--- config.mk ---
export PLATFORM = sky130hd
export DESIGN_NAME = id_ex_stage
export DESIGN_NICKNAME = d
export VERILOG_FILES = /design/src/rtl/cpu_pkg.sv /design/src/rtl/id_decode.sv /design/src/rtl/id_ex_stage.sv
export SDC_FILE = /design/constraint.sdc
export NUM_CORES = 1
export LEC_CHECK = 0
export CAP_MARGIN = 20
export CORE_ASPECT_RATIO = 0.9
export CORE_MARGIN = 1
export CORE_UTILIZATION = 30
export CTS_BUF_LIST = sky130_fd_sc_hd__clkbuf_8
export DETAILED_ROUTE_END_ITERATION = 8
export GPL_ROUTABILITY_DRIVEN = 0
export PLACE_DENSITY = 0.73
export SLEW_MARGIN = 20
export SYNTH_ARGS = -nofsm -noshare
export SYNTH_HDL_FRONTEND = slang
export SYNTH_SLANG_ARGS = --single-unit
--- constraint.sdc ---
create_clock -name CLK -period 4.7 [get_ports CLK]
set_clock_uncertainty 0.2 [all_clocks]
set_input_delay 1.41 -clock CLK [delete_from_list [all_inputs] [get_ports CLK]]
set_output_delay 1.41 -clock CLK [all_outputs]
set_load 0.05 [all_outputs]
--- src/rtl/cpu_pkg.sv ---
`default_nettype none
// +--------------------------------------------------------------------+
// | cpu_pkg : shared opcodes, datapath widths and ID/EX FSM encoding    |
// | Rev 1.0                                                             |
// +--------------------------------------------------------------------+
package cpu_pkg;
  localparam int REG_AW = 6;
  localparam int XLEN   = 32;

  localparam logic [3:0] OP_NOP  = 4'd0;
  localparam logic [3:0] OP_ADD  = 4'd1;
  localparam logic [3:0] OP_SUB  = 4'd2;
  localparam logic [3:0] OP_AND  = 4'd3;
  localparam logic [3:0] OP_OR   = 4'd4;
  localparam logic [3:0] OP_ADDI = 4'd5;
  localparam logic [3:0] OP_LW   = 4'd6;
  localparam logic [3:0] OP_SW   = 4'd7;
  localparam logic [3:0] OP_BEQ  = 4'd8;
  localparam logic [3:0] OP_MUL  = 4'd9;

  localparam logic [0:0] ST_IDLE    = 1'b0;
  localparam logic [0:0] ST_MULBUSY = 1'b1;

  function automatic logic [XLEN-1:0] sign_ext_imm(input logic [15:0] imm);
    return {{(XLEN-16){imm[15]}}, imm};
  endfunction
endpackage
`default_nettype wire

--- src/rtl/id_decode.sv ---
`default_nettype none
// +--------------------------------------------------------------------+
// | id_decode : opcode to control flags and register-use flags          |
// | Rev 1.0                                                             |
// +--------------------------------------------------------------------+
module id_decode
  import cpu_pkg::*;
(
  input  logic [3:0] i_op,
  output logic       o_reg_write,
  output logic       o_mem_read,
  output logic       o_mem_write,
  output logic       o_uses_rs,
  output logic       o_uses_rt
);

  always_comb begin
    o_reg_write = 1'b0;
    o_mem_read  = 1'b0;
    o_mem_write = 1'b0;
    o_uses_rs   = 1'b0;
    o_uses_rt   = 1'b0;
    case (i_op)
      OP_ADD, OP_SUB, OP_AND, OP_OR, OP_MUL: begin
        o_reg_write = 1'b1;
        o_uses_rs   = 1'b1;
        o_uses_rt   = 1'b1;
      end
      OP_ADDI: begin
        o_reg_write = 1'b1;
        o_uses_rs   = 1'b1;
      end
      OP_LW: begin
        o_reg_write = 1'b1;
        o_mem_read  = 1'b1;
        o_uses_rs   = 1'b1;
      end
      OP_SW: begin
        o_mem_write = 1'b1;
        o_uses_rs   = 1'b1;
        o_uses_rt   = 1'b1;
      end
      OP_BEQ: begin
        o_uses_rs   = 1'b1;
        o_uses_rt   = 1'b1;
      end
      default: ;
    endcase
  end

endmodule
`default_nettype wire

--- src/rtl/id_ex_stage.sv ---
`default_nettype none
// +--------------------------------------------------------------------+
// | id_ex_stage : ID/EX pipeline register, load-use bubble, MUL hold    |
// | Rev 1.0                                                             |
// +--------------------------------------------------------------------+
module id_ex_stage
  import cpu_pkg::*;
#(
  parameter int MUL_LAT = 3
) (
  input  logic              CLK,
  input  logic              RST,
  input  logic              ID_Valid,
  input  logic [3:0]        ID_Op,
  input  logic [REG_AW-1:0] ID_Rd,
  input  logic [REG_AW-1:0] ID_Rs,
  input  logic [REG_AW-1:0] ID_Rt,
  input  logic [15:0]       ID_Imm,
  input  logic [XLEN-1:0]   Rs_Out,
  input  logic [XLEN-1:0]   Rt_Out,
  input  logic              Flush,
  input  logic              Stall_Ext,
  output logic              IFID_Stall,
  output logic              EX_Valid,
  output logic              EX_RegWrite,
  output logic              EX_MemRead,
  output logic              EX_MemWrite,
  output logic              EX_Last,
  output logic [3:0]        EX_Op,
  output logic [REG_AW-1:0] EX_Rd,
  output logic [REG_AW-1:0] EX_Rs,
  output logic [REG_AW-1:0] EX_Rt,
  output logic [XLEN-1:0]   EX_A,
  output logic [XLEN-1:0]   EX_B,
  output logic [XLEN-1:0]   EX_Imm
);

  localparam logic [2:0] c_cnt_init   = 3'(MUL_LAT - 1);
  localparam logic       c_mul_single = (MUL_LAT == 1);

  logic       w_reg_write;
  logic       w_mem_read;
  logic       w_mem_write;
  logic       w_uses_rs;
  logic       w_uses_rt;
  logic       w_load_use;
  logic       w_mul_busy;
  logic       w_start_mul;
  logic [0:0] r_state;
  logic [2:0] r_cnt;

  id_decode u_id_decode (
    .i_op        (ID_Op),
    .o_reg_write (w_reg_write),
    .o_mem_read  (w_mem_read),
    .o_mem_write (w_mem_write),
    .o_uses_rs   (w_uses_rs),
    .o_uses_rt   (w_uses_rt)
  );

  // Register 0 is writable here, so the full specifier is compared.
  assign w_load_use = EX_Valid & EX_MemRead & ID_Valid &
                      ((w_uses_rs & (EX_Rd == ID_Rs)) |
                       (w_uses_rt & (EX_Rd == ID_Rt)));
  assign w_mul_busy  = (r_state == ST_MULBUSY);
  assign w_start_mul = ID_Valid & (ID_Op == OP_MUL) & ~c_mul_single;
  assign IFID_Stall  = ~RST & ~Flush & (Stall_Ext | w_mul_busy | w_load_use);

  always_ff @(posedge CLK) begin
    if (RST) begin
      EX_Valid    <= 1'b0;
      EX_RegWrite <= 1'b0;
      EX_MemRead  <= 1'b0;
      EX_MemWrite <= 1'b0;
      EX_Last     <= 1'b0;
      EX_Op       <= '0;
      EX_Rd       <= '0;
      EX_Rs       <= '0;
      EX_Rt       <= '0;
      EX_A        <= '0;
      EX_B        <= '0;
      EX_Imm      <= '0;
      r_state     <= ST_IDLE;
      r_cnt       <= 3'd0;
    end else if (Flush) begin
      EX_Valid    <= 1'b0;
      EX_RegWrite <= 1'b0;
      EX_MemRead  <= 1'b0;
      EX_MemWrite <= 1'b0;
      EX_Last     <= 1'b0;
      r_state     <= ST_IDLE;
      r_cnt       <= 3'd0;
    end else if (!Stall_Ext) begin
      if (w_mul_busy) begin
        // EX contents hold; only the countdown advances.
        r_cnt <= r_cnt - 3'd1;
        if (r_cnt == 3'd1) begin
          r_state <= ST_IDLE;
          EX_Last <= 1'b1;
        end
      end else if (w_load_use) begin
        EX_Valid    <= 1'b0;
        EX_RegWrite <= 1'b0;
        EX_MemRead  <= 1'b0;
        EX_MemWrite <= 1'b0;
        EX_Last     <= 1'b0;
      end else begin
        EX_Valid    <= ID_Valid;
        EX_RegWrite <= ID_Valid & w_reg_write;
        EX_MemRead  <= ID_Valid & w_mem_read;
        EX_MemWrite <= ID_Valid & w_mem_write;
        EX_Last     <= ID_Valid & ((ID_Op != OP_MUL) | c_mul_single);
        EX_Op       <= ID_Op;
        EX_Rd       <= ID_Rd;
        EX_Rs       <= ID_Rs;
        EX_Rt       <= ID_Rt;
        EX_A        <= Rs_Out;
        EX_B        <= Rt_Out;
        EX_Imm      <= sign_ext_imm(ID_Imm);
        r_state     <= w_start_mul ? ST_MULBUSY : ST_IDLE;
        r_cnt       <= w_start_mul ? c_cnt_init : 3'd0;
      end
    end
  end

endmodule
`default_nettype wire

# == Word-level counts from Yosys, hierarchy flattened ==
# Index checks and enable logic that the tools add are counted.
# classes
eq_ne,15
n_lt_le_gt_ge,0
div_mod_pow,0
muxes,19
bitwise_logic,20
n_reduce_logical,8
mul,0
addsub,1
n_shift,0
# op_table
operator,count
"== test 4 x 3 -> 1 bit, second input constant",4
2-to-1 mux 1 bit,16
OR reduction 7 bit,2
bitwise AND 1 bit,12
== test 6 bit,2
OR reduction 9 bit,1
"== test 4 x 2 -> 1 bit, second input constant",2
"== test 4 bit, second input constant",2
2-to-1 mux 3 bit,2
AND reduction 2 bit,3
inverter 1 bit,5
"== test 4 x 1 -> 1 bit, second input constant",1
"!= test 2 x 1 -> 1 bit, second input constant",2
"!= test 4 bit, second input constant",1
AND reduction 4 bit,1
"== test 3 x 1 -> 1 bit, second input constant",1
OR 1 bit,3
"subtractor 3 x 1 -> 3 bit, second input constant",1
2-to-1 mux 2 bit,1
OR reduction 2 bit,1
# word_totals
ram_bits,0
romBits,0
out_inout_bits,124
memories,0
inputBits,107
wordCells,77
register_bits,111
latchBits,0

# == Logic depth before layout (Yosys ltp) ==
# depth
word_depth,8
depth_mapped,9
mapped_depth_nobuf,6

# == By module ==
# A second synthesis with hierarchy kept.
# unflattened
hier_cells,548
hier_area_um2,5440.2
# by_module_without_submodules
module,seq_area_each_um2,instances,area_per_inst_um2,cells_each
id_ex_stage,2222.1,1,5342.6,535
id_decode,0.0,1,97.6,13

# == Worst setup path before layout ==
# Ideal clock, no wire load.
# synth_path
kind,input to output
from,input ID_Rt[2]
to,output IFID_Stall
path_stages,8
arrival_time_ns,3.391
path_buffers,3
slack_ns,-0.301
required_ns,3.090
cell_sequence,xor2_1 nor4_2 nand4_2 a21o_1 buf_6 buf_6 buf_6 a21oi_1
# synth_via
elab_chain_len,6
# synth_lines
item,line_no,text
from (decl),id_ex_stage.sv:17,"input logic [REG_AW-1:0] ID_Rt,"
== test 6 bit,id_ex_stage.sv:64,(w_uses_rt & (EX_Rd == ID_Rt)));
bitwise AND 1 bit,id_ex_stage.sv:64,
OR 1 bit,id_ex_stage.sv:63,((w_uses_rs & (EX_Rd == ID_Rs)) |
bitwise AND 1 bit,id_ex_stage.sv:62,assign w_load_use = EX_Valid & EX_MemRead & ID_Valid &
OR 1 bit,id_ex_stage.sv:67,assign IFID_Stall = ~RST & ~Flush & (Stall_Ext | w_mul_busy | w_load_use);
bitwise AND 1 bit,id_ex_stage.sv:67,
to (decl),id_ex_stage.sv:23,"output logic IFID_Stall,"
# Every way passes these cells.

# == Worst setup path in the final report ==
# layout_path
from,input ID_Rs[5]
to,output IFID_Stall
# layout_via
elab_chain_len,6
# layout_lines
item,line_no,text
from (decl),id_ex_stage.sv:16,"input logic [REG_AW-1:0] ID_Rs,"
== test 6 bit,id_ex_stage.sv:63,
bitwise AND 1 bit,id_ex_stage.sv:63,
OR 1 bit,id_ex_stage.sv:63,
bitwise AND 1 bit,id_ex_stage.sv:62,
OR 1 bit,id_ex_stage.sv:67,
bitwise AND 1 bit,id_ex_stage.sv:67,
# Every way passes these cells.

==> out/qor.csv <==
stage;metric;value;unit
drt;via_count_of_the_routed_design;4825;
clocking;clock_tree.root_cell;sky130_fd_sc_hd__clkbuf_8;
place;dp_worst_setup_slack;-124;ps
clocking;cts.sinks;111;
cells_and_area;multi_input_area;2050;um^2
drt;wl;15.0;mm
cells_and_area;fillCellCount;1506;
cells_and_area;register_area;2220;um^2
floorplanning;fp.dieArea;16400;um^2
timing;maxSlewViolCount;0;
worst_setup_path;cp-startpoint;ID_Rs[5];
worst_setup_path;criticalPathCategory;input pin to output pin;
timing;finalWorstSetupSlack;89.6;ps
grt;antenna_found_initial;0;
outcome;outcome;completed;
logic_synthesis;synth_seq_area_share;46.5;%
drt;detail_route.iter0.violations;245;
worst_setup_path;depth_of_the_most_critical_reg_to_reg_path;8;
timing;setup_violations;0;
clocking;cts.htree.levels;3;
grt;first_pass_grt_wire_length;23.6;mm
timing;fin_crit_sh;98.1;%
cells_and_area;num-nets-final;859;
timing;relative_slew_slack;50.0;%
floorplanning;rows;43;
logic_synthesis;yosys_register_bits;111;
cells_and_area;insertedDiodeCount;0;
worst_setup_path;worst_r2r_endpoint;r_cnt[0];
floorplanning;die-width;135;um
clocking;max_buffers_root_to_sink;2;
timing;maxClockFrequency;0.217;GHz
drt;drt-vias-per-instance;5.04;
logic_synthesis;yosysWarnings;0;
power_and_ir_drop;vdd_ir_drop_max;191;uV
timing;finalWorstPathRequiredPeriod;4610;ps
cells_and_area;utilization;46.9;%
clocking;cts.clk_slew.worst_paths;100;ps
run;maxCapViolCount;0;
worst_hold_path;holdCritPathClass;flop to flop;
cells_and_area;drive_above_1_share;6.09;%
worst_setup_path;cp_max_fo;2;
logic_synthesis;synth_cells;566;
worst_setup_path;r2r_setup_slack;1840;ps
clocking;clk-insertion-delay-late;380;ps
floorplanning;chipHeight;122;um
drt;detailedRoute.firstPassIterationCount;4;
logic_synthesis;post_synthesis_mean_instance_area;8.45;um^2
timing;worst_tran_pin_value;749;ps
grt;grt_pass1_vias;4617;
grt;gr-usage-all-layers;18.1;%
worst_setup_path;cp-endpoint;IFID_Stall;
logic_synthesis;netlist_area_before_placement;4780;um^2
floorplanning;core_area;15500;um^2
drt;drcViolationCount;0;
cells_and_area;areaGrowthSynthToFinish;52.0;%
grt;grt_max_degree;103;
clocking;numCtsBuffers;9;
timing;finalHoldViolations;0;
drt;wl_per_cell;15.6;um
clocking;cts_tree;built;
drt;ant_nets;0;
logic_synthesis;mappedNetlistNets;675;
floorplanning;design.portCount;231;
worst_setup_path;critical_path_required;3090;ps
logic_synthesis;synth_cell_type_count;39;
floorplanning;initial_core_util;30.9;%
power_and_ir_drop;power-per-cell-area;298;nW/um^2
timing;rsz0062_at_grt;no;
worst_setup_path;crit-reg2reg-launch;EX_Rd[5];
place;hpwl;9.77;mm
place;count_of_buffers_inserted_at_the_top_level_ports;230;
power_and_ir_drop;cellLeakagePower;2.49;nW
power_and_ir_drop;report.power.total;2.17;mW
worst_setup_path;timing.critical_path.from_type;input pin;
worst_hold_path;timing.hold.worst.start;EX_B[29];
grt;grt.overflow.total;0;
worst_setup_path;timing.critical_path.arrival;3000;ps
worst_setup_path;endpoint_kind;output pin;
-- layout by cell type (no fill, tap or decap), types with 4 or more instances in the layout --
cell type                         count
sky130_fd_sc_hd__nor2_1               8
sky130_fd_sc_hd__nand3_1            105
sky130_fd_sc_hd__o21ai_0             50
sky130_fd_sc_hd__a21oi_1            106
sky130_fd_sc_hd__clkbuf_8             9
sky130_fd_sc_hd__xor2_1               9
sky130_fd_sc_hd__nand2_1              6
sky130_fd_sc_hd__xnor2_1              4
sky130_fd_sc_hd__dfxtp_1            111
sky130_fd_sc_hd__buf_4               16
sky130_fd_sc_hd__clkdlybuf4s50_1    220
sky130_fd_sc_hd__inv_1                6
sky130_fd_sc_hd__o21ai_1             57
sky130_fd_sc_hd__dlygate4sd2_1        5
-- flip-flops by register name (all words and copies together) (netlist names) --
register,count
EX_A,32
EX_B,32
EX_Imm,16
EX_Rd,6
EX_Rs,6
EX_Rt,6
EX_Op,4
r_cnt,3
EX_Last,1
EX_MemRead,1
EX_MemWrite,1
EX_RegWrite,1
EX_Valid,1
r_state,1
-- cell usage after synthesis --
cell type	n	area, um^2
sky130_fd_sc_hd__dfxtp_1	111	2220
sky130_fd_sc_hd__nor3b_1	2	15.0
sky130_fd_sc_hd__o21ai_0	50	250
sky130_fd_sc_hd__o21ai_2	1	8.76
sky130_fd_sc_hd__o21ai_1	57	285
sky130_fd_sc_hd__xor2_1	9	78.8
sky130_fd_sc_hd__buf_1	7	26.3
sky130_fd_sc_hd__nor2_1	9	33.8
sky130_fd_sc_hd__a211oi_1	2	15.0
sky130_fd_sc_hd__buf_8	8	120
sky130_fd_sc_hd__nand3_1	105	526
sky130_fd_sc_hd__buf_4	16	120
sky130_fd_sc_hd__a21oi_2	1	8.76
sky130_fd_sc_hd__a21oi_1	107	536
sky130_fd_sc_hd__a31oi_1	1	6.26
sky130_fd_sc_hd__nor4_1	1	6.26
sky130_fd_sc_hd__clkbuf_8	3	41.3
sky130_fd_sc_hd__xnor2_1	4	35.0
sky130_fd_sc_hd__buf_2	10	50.1
sky130_fd_sc_hd__and4_1	2	17.5
sky130_fd_sc_hd__buf_6	8	90.1
sky130_fd_sc_hd__a32oi_1	2	17.5
sky130_fd_sc_hd__nand4b_1	1	8.76
sky130_fd_sc_hd__o41ai_1	1	8.76
sky130_fd_sc_hd__nor4_2	1	12.5
sky130_fd_sc_hd__a311oi_1	1	8.76
sky130_fd_sc_hd__nand2_1	6	22.5
sky130_fd_sc_hd__clkbuf_1	22	82.6
sky130_fd_sc_hd__or2_2	2	12.5
sky130_fd_sc_hd__ha_1	2	25.0
sky130_fd_sc_hd__clkbuf_2	1	5.00
sky130_fd_sc_hd__nand4_2	1	12.5
sky130_fd_sc_hd__a31o_2	1	8.76
sky130_fd_sc_hd__or3_1	1	6.26
sky130_fd_sc_hd__nor2b_1	2	12.5
sky130_fd_sc_hd__a22oi_2	1	12.5
sky130_fd_sc_hd__a21o_1	1	7.51
sky130_fd_sc_hd__inv_1	4	15.0
sky130_fd_sc_hd__nor3_1	2	10.0
-- metrics by stage --
step | area, um^2 | TNS [ps] | hold WS, ps | std cells
global placement | 6980 | -129 | 261 | 939
global route | 7270 | 0 | 304 | 957
finish | 7270 | 0 | 278 | 957
floorplan | 4780 | 0 | 254 | 566
CTS | 7230 | 0 | 281 | 956
detailed placement | 6980 | -124 | 265 | 939
-- metal layers --
metal	GRT usage (%)	vias to the layer above	wire length, um
met5	0	-	0
met4	5.62	0	244
li1	-	2369	-
met2	29.9	176	6950
met1	22.3	2262	6540
met3	5.78	18	1230
-- how the worst min path moves through the flow --
stage / to / cells past startpoint / slack [ps]
6_report: EX_B[29] / 2 / 280
5_1_grt: EX_A[23] / 2 / 300
4_1_cts: EX_Rt[2] / 2 / 280
3_5_place_dp: EX_Rt[2] / 2 / 270
3_3_place_gp: EX_B[26] / 2 / 260
2_1_floorplan: r_cnt[1] / 2 / 250
-- final cells by class --
class                   instances  area share [%]
flip-flops and latches        111            30.6
inverters                       4           0.207
clock inverters                 7            1.57
repair buffers                248            34.3
well taps                     202            3.48
multi-input cells             376            28.2
clock buffers                   9            1.70
-- timing repair --
| action | 4_1_cts | 5_1_grt |
|---|---|---|
| gates resized for setup | 6 | 3 |
| pin swaps | 6 | 6 |
| setup buffers | 1 | 0 |
| setup endpoints to repair | 1 | 1 |
| hold buffers | 0 | 0 |
-- power by group --
group	leakage, nW	switching (mW)	internal, mW
sequential	0.907	0.0226	0.981
clock	0.122	0.326	0.351
combinational	1.46	0.287	0.200
-- cells by family after synthesis --
kind of cell	after synthesis	synth area share (%)
AOI/OAI and AO/OA	226	24.5
adders and majority gates	2	0.523
and+or+nand+nor	135	14.6
buffers and inverters	79	11.5
xor gates and xnor gates	13	2.38
DFF	111	46.5
-- worst max-delay path, cell delays in order --
cell	delay, ps
sky130_fd_sc_hd__clkdlybuf4s50_1	430
sky130_fd_sc_hd__xor2_1	190
sky130_fd_sc_hd__nor4_1	200
sky130_fd_sc_hd__nand3_1	160
sky130_fd_sc_hd__a21o_4	240
sky130_fd_sc_hd__a21oi_4	200
sky130_fd_sc_hd__buf_12	160
Note: power is estimated with default switching activity, not from simulation.
